File: config.mk
export PLATFORM = sky130hd
export DESIGN_NAME = bcd_to_bin
export DESIGN_NICKNAME = d
export VERILOG_FILES = /design/src/rtl/bcd_to_bin.sv
export SDC_FILE = /design/constraint.sdc
export NUM_CORES = 1
export LEC_CHECK = 0
export CORE_MARGIN = 2
export CORE_UTILIZATION = 50
export CTS_CLUSTER_DIAMETER = 40
export CTS_CLUSTER_SIZE = 20
export DETAILED_ROUTE_END_ITERATION = 6
export PLACE_DENSITY_LB_ADDON = 0.2
export SYNTH_ARGS = -nofsm -noshare
export SYNTH_HDL_FRONTEND = slang
export SYNTH_SLANG_ARGS = --single-unit
File: constraint.sdc
create_clock -name Clk -period 2.2 [get_ports Clk]
set_input_delay 0.66 -clock Clk [delete_from_list [all_inputs] [get_ports Clk]]
set_output_delay 0.66 -clock Clk [all_outputs]
set_load 0.01 [all_outputs]
File: src/rtl/bcd_to_bin.sv
// bcd_to_bin
//   Converts a three-digit BCD number (000..999) to a 10-bit binary value
//   using reverse double-dabble, one iteration per clock, 12 iterations.
//   An invalid digit (> 9) skips the conversion and reports ERR_CODE.
//
// Ports
//   Clk      in   system clock, all state updates on the rising edge
//   Rst_n    in   asynchronous active-low reset
//   Start    in   conversion request, sampled only while idle
//   Hundreds in   BCD hundreds digit
//   Tens     in   BCD tens digit
//   Ones     in   BCD ones digit
//   Binary   out  converted value, or ERR_CODE for an invalid digit
//   Busy     out  high while iterations are in progress
//   Done     out  one-cycle pulse marking a new Binary/Error result
//   Error    out  high when the last result came from an invalid digit
module bcd_to_bin #(
    parameter logic [9:0] ERR_CODE = 10'h3FF
) (
    input  logic       Clk,
    input  logic       Rst_n,
    input  logic       Start,
    input  logic [3:0] Hundreds,
    input  logic [3:0] Tens,
    input  logic [3:0] Ones,
    output logic [9:0] Binary,
    output logic       Busy,
    output logic       Done,
    output logic       Error
);

    localparam logic [1:0] S_IDLE  = 2'd0;
    localparam logic [1:0] S_SHIFT = 2'd1;
    localparam logic [1:0] S_DONE  = 2'd2;

    logic [1:0]  state_q,  state_d;
    logic [11:0] bcd_q,    bcd_d;
    logic [11:0] bin_q,    bin_d;
    logic [3:0]  cnt_q,    cnt_d;
    logic [9:0]  binary_q, binary_d;
    logic        error_q,  error_d;

    logic [23:0] shifted;
    logic [11:0] bcd_adj;
    logic        digit_bad;

    // A nibble whose MSB was just filled by the digit above it holds
    // value + 8 where it should hold value + 5 (half of ten): take 3 off.
    function automatic logic [3:0] adj3(input logic [3:0] n);
        return (n >= 4'd8) ? (n - 4'd3) : n;
    endfunction

    assign shifted   = {bcd_q, bin_q} >> 1;
    assign bcd_adj   = {adj3(shifted[23:20]), adj3(shifted[19:16]), adj3(shifted[15:12])};
    assign digit_bad = (Hundreds > 4'd9) || (Tens > 4'd9) || (Ones > 4'd9);

    always_comb begin
        state_d  = state_q;
        bcd_d    = bcd_q;
        bin_d    = bin_q;
        cnt_d    = cnt_q;
        binary_d = binary_q;
        error_d  = error_q;
        case (state_q)
            S_IDLE: begin
                if (Start) begin
                    bcd_d = {Hundreds, Tens, Ones};
                    if (digit_bad) begin
                        binary_d = ERR_CODE;
                        error_d  = 1'b1;
                        state_d  = S_DONE;
                    end else begin
                        bin_d   = '0;
                        cnt_d   = '0;
                        state_d = S_SHIFT;
                    end
                end
            end
            S_SHIFT: begin
                bcd_d = bcd_adj;
                bin_d = shifted[11:0];
                cnt_d = cnt_q + 4'd1;
                if (cnt_q == 4'd11) begin
                    // Final iteration: publish the freshly shifted value.
                    binary_d = shifted[9:0];
                    error_d  = 1'b0;
                    state_d  = S_DONE;
                end
            end
            S_DONE: begin
                state_d = S_IDLE;
            end
            default: begin
                state_d = S_IDLE;
            end
        endcase
    end

    always_ff @(posedge Clk or negedge Rst_n) begin
        if (!Rst_n) begin
            state_q  <= S_IDLE;
            bcd_q    <= '0;
            bin_q    <= '0;
            cnt_q    <= '0;
            binary_q <= '0;
            error_q  <= 1'b0;
        end else begin
            state_q  <= state_d;
            bcd_q    <= bcd_d;
            bin_q    <= bin_d;
            cnt_q    <= cnt_d;
            binary_q <= binary_d;
            error_q  <= error_d;
        end
    end

    assign Binary = binary_q;
    assign Error  = error_q;
    assign Busy   = (state_q == S_SHIFT);
    assign Done   = (state_q == S_DONE);

endmodule

### Word level (Yosys, flattened, before mapping)

Cells that the tools add are included.

| cells by class | value |
|---|---|
| add/subtract/negate cells | 4 |
| reduce and logical (&&, ||, !) cells | 8 |
| eq/ne operators | 7 |
| mux-type cells | 23 |
| order comparisons | 6 |

Operators by type and width:

| cell | count |
|---|---|
| $pmux 12 s2 | 2 |
| $mux 12 | 3 |
| $mux 10 | 3 |
| $mux 4 | 5 |
| $pmux 10 s2 | 1 |
| $gt 4x4->1 const B | 3 |
| $ge 4x4->1 const B | 2 |
| $pmux 4 s2 | 1 |
| $sub 4x2->4 const B | 2 |
| $mux 2 | 3 |
| $ne 2x2->1 const B | 3 |
| $add 4x1->4 const B | 1 |
| $eq 4x4->1 const B | 1 |
| $ge 3x4->1 const B | 1 |
| $pmux 2 s2 | 1 |
| $reduce_and 2->1 | 2 |
| $reduce_and 4->1 | 1 |
| $sub 3x2->4 const B | 1 |
| $mux 1 | 3 |
| $reduce_and 3->1 | 1 |
| $eq 2x1->1 const B | 1 |
| $eq 2x2->1 const B | 1 |
| $logic_not 2->1 | 1 |
| $logic_or 1x1->1 | 2 |
| other kinds (3) | 3 |

| storage, ports and cells | value |
|---|---|
| logic and storage cells | 54 |
| flip-flop bits (word level) | 41 |
| output and inout port bits | 13 |
| bits of input ports | 15 |

### Longest topological paths before layout

| logic depth | value |
|---|---|
| word-level depth | 6 |
| gate-level depth with buffers | 6 |
| mapped depth without buffers | 5 |

### Least setup slack after synthesis

Ideal clock, no wire load.

| path | value |
|---|---|
| path kind | reg2out |
| from | register state_q[0] |
| to | output port Busy |
| slack | 0.301 ns |
| buffers on the path | 2 |
| data arrival time | 1.239 ns |
| data required time | 1.540 ns |
| cell stages (with the launch flop) | 5 |
| path through | dfrtp_1 > or2b_1 > clkbuf_1 > clkinv_1 > buf_1 |

| between the ends | value |
|---|---|
| cells in the longest elaborated chain, start to end | 1 |

RTL lines:

| what | RTL line | text |
|---|---|---|
| start, declared | 36 | `logic [1:0] state_q, state_d;` |
| start signal, assigned | 108 | `state_q <= state_d;` |
| $eq 2x1->1 | 119 | `assign Busy = (state_q == S_SHIFT);` |
| end, declared | 27 | `output logic Busy,` |

Every way passes these cells.

### Worst setup path after layout

| path | value |
|---|---|
| from | input port Start |
| to | register bin_q[9] |

| between the ends | value |
|---|---|
| cells in the longest elaborated chain, start to end | 2 |

RTL lines:

| what | RTL line | text |
|---|---|---|
| start, declared | 22 | `input logic Start,` |
| $ne 2x2->1 (no source line) | - |  |
| $reduce_and 3->1 (no source line) | - |  |
| end signal, assigned | 110 | `bin_q <= bin_d;` |
| end, declared | 38 | `logic [11:0] bin_q, bin_d;` |

Every way passes these cells.
A chain may end at the register's enable or synchronous reset.

==> results.md <==
- Outcome: finished clean
- CP max FO: 16
- Fin crit share: 91.41%
- Final number of hold-violating endpoints: 0
- Port Buffers: 27
- Via count: 1540
- RSZ-0062 raised after global routing: no
- Fin Setup TNS: 0 ns
- Pin count of the biggest net entering global routing: 43
- Hold Path Class: input port to asynchronous set/reset pin
- CP startpoint kind: input port
- Fin worst setup slack: 0.1890 ns
- DRT iter0 DRCs: 127
- Clk_lat worst skew: 0.29 ns
- Gate count of the mapped netlist: 203
- # IOs: 28
- CTS tree: yes
- Most frequent cells in the layout: dfrtp_1, nand2_1, clkdlybuf4s50_1
- GPL Wtd Cong: 0.7997
- Post-place setup slack: -0.1234 ns
- Total global routing overflow: 0
- Pwr Density: 1195 nW/um^2
- Maxcap violations: 0
- Netlist Area Pre-Place: 1921 sq um
- Die X: 65.98 um
- DR pass1 iterations: 4
- Design area: 2407 sq um
- Syn. warnings: 0
- Post-layout util: 65.26%
- Die Y: 65.98 um
- CP required: 2.37 ns
- Vias in the first global route: 1588
- CTS sink count: 40
- H-Tree Depth: 2
- Post-synthesis sequential area ratio: 52.12%
- Rel. slew slack: 66.14%
- Syn Nets: 223
- Highest Clock Rate: 497.3 MHz
- Post-DP Area: 2281 sq um
- CP Class: input port to flip-flop
- Final Critical Period: 2.011 ns
- Wire per inst: 14.24 um
- Area growth, synth to finish: 25.34%
- Number of routed nets with antenna violations: 0
- Total CTS buffers: 5
- Critical path endpoint category: flip-flop
- WP data arrival: 2.18 ns
- Fin nets: 254
- Worst-margin pin slew: 0.5064 ns
- Leakage power: 1.066 nW
- Final setup violation count: 0
- Clock Path Buffers: 2
- Cell variety after synth: 34
- Setup Skew: 0.006545 ns
- Final slew viol count: 0
- Full die area: 4353 sq um
- Core area: 3689 sq um
- Tightest hold margin: 0.3297 ns
- Inserted Diodes: 0
- FF+latch count, synth: 40
- Drt drc: 0
- Reg clk slew, reported paths: 0.08 ns
- Maximum VDD drop: 0.8772 mV
- Footprint of the multi-input gates: 835.8 sq um
- Share of layout cells above drive strength 1: 8.511%
- Final WL: 4029 um
- # hold bufs at CTS: 0
- Average size of a mapped cell: 9.461 sq um
- Tot GR Track Use: 21.30%
- First-pass GRT wire length: 7003 um
- Via density: 5.442
- Initial antenna violation count: 0
- Row count: 22
- Sequential cell area: 1001 sq um
- Fillers: 314
- CTS root buf: clkbuf_8
- Initial core utilization: 52.07%
- Dpl hpwl: 2771 um
[registers in the layout (all words and copies together) (netlist names)]
name,count
state_q,2
bcd_q,12
Error,1
Binary,10
cnt_q,4
bin_q,11
[where the power goes]
group	switching [W]	internal, W
Sequential	0.000227	0.00100
Clock	0.000254	0.000371
Combinational	0.000549	0.000472
Total	0.00103	0.00185
[cells in the mapped netlist (all sizes together)]
master	instances	area share, %
o21ai	16	4.2
a221o	2	1.0
a31oi	5	1.6
a21o	1	0.39
clkinv	1	0.20
nand3b	2	0.78
clkbuf	9	1.8
o21a	5	2.0
or2b	1	0.39
nor4	1	1.1
buf	4	1.6
dfrtp	40	52
nor3	10	2.6
nand3	4	1.0
and3b	1	0.46
inv	4	0.78
xnor2	4	1.8
nand2	40	7.8
nor2b	3	0.98
xor2	1	0.46
nand2b	2	0.65
o211a	2	1.0
or3	1	0.33
ha	5	3.3
o31ai	1	0.39
mux2i	4	2.1
or3b	1	0.46
o22a	2	0.91
nor2	7	1.4
a21oi	23	6.0
nor3b	1	0.39
[area by class of cell]
type / count / area share, %
clock buffer: 6 / 3.430
inverter: 5 / 0.7796
timing repair buffer: 37 / 15.38
multi-input combinational: 145 / 34.72
sequential: 40 / 41.58
clock inverter: 2 / 1.611
tap: 48 / 2.495
[critical path: stages]
cell and delay, ns:
clkdlybuf4s50_1 0.49, or3b_1 0.41, nor4_4 0.34, buf_12 0.18, o21ai_0 0.10
[per-layer routing]
| layer | vias to the layer above | wire length, um | GRT usage [%] |
|---|---|---|---|
| li1 | 761 | - | - |
| met1 | 732 | 1868 | 26.62 |
| met2 | 45 | 1970 | 36.74 |
| met3 | 2 | 168 | 4.089 |
| met4 | 0 | 22 | 7.653 |
| met5 | - | 0 | 0 |
[cell families after synthesis]
kind of cell | after synthesis | share of synthesized area, %
adder cells (fa/ha/maj) | 5 | 3.257
AND/OR/NAND/NOR | 74 | 18.37
flip-flops | 40 | 52.12
multiplexers | 4 | 2.085
XOR/XNOR | 5 | 2.280
buffers and inverters | 18 | 4.364
AO/OA/AOI/OAI | 57 | 17.52
[worst paths after layout]
check	from	endpoint	slack, ns	depth (start not counted)
worst max-delay path	Start	bin_q[9]	0.19	5
worst min-delay path	Rst_n	bcd_q[3]	0.33	2
worst max register to register	state_q[0]	bin_q[9]	0.48	5
min in group Clk	bin_q[11]	bin_q[10]	0.49	2
worst min register to register	bin_q[11]	bin_q[10]	0.49	2
max in group asynchronous	Rst_n	bcd_q[5]	1.67	2
[stage by stage]
| stage | power [W] | instances |
|---|---|---|
| 4_1_cts | 0.002903 | 283 |
| 3_5_place_dp | 0.002268 | 275 |
| 5_1_grt | 0.003084 | 283 |
| 6_report | 0.002876 | 283 |
| 3_3_place_gp | 0.002192 | 275 |
| 2_1_floorplan | 0.001911 | 203 |
[timing repair]
action                                  in CTS  in global routing
endpoints found under the hold margin        0                  0
endpoints found under the setup margin       0                  2
buffers inserted                             0                  0
gates resized for setup                      0                  2
Note: power is estimated with default switching activity, not from simulation.
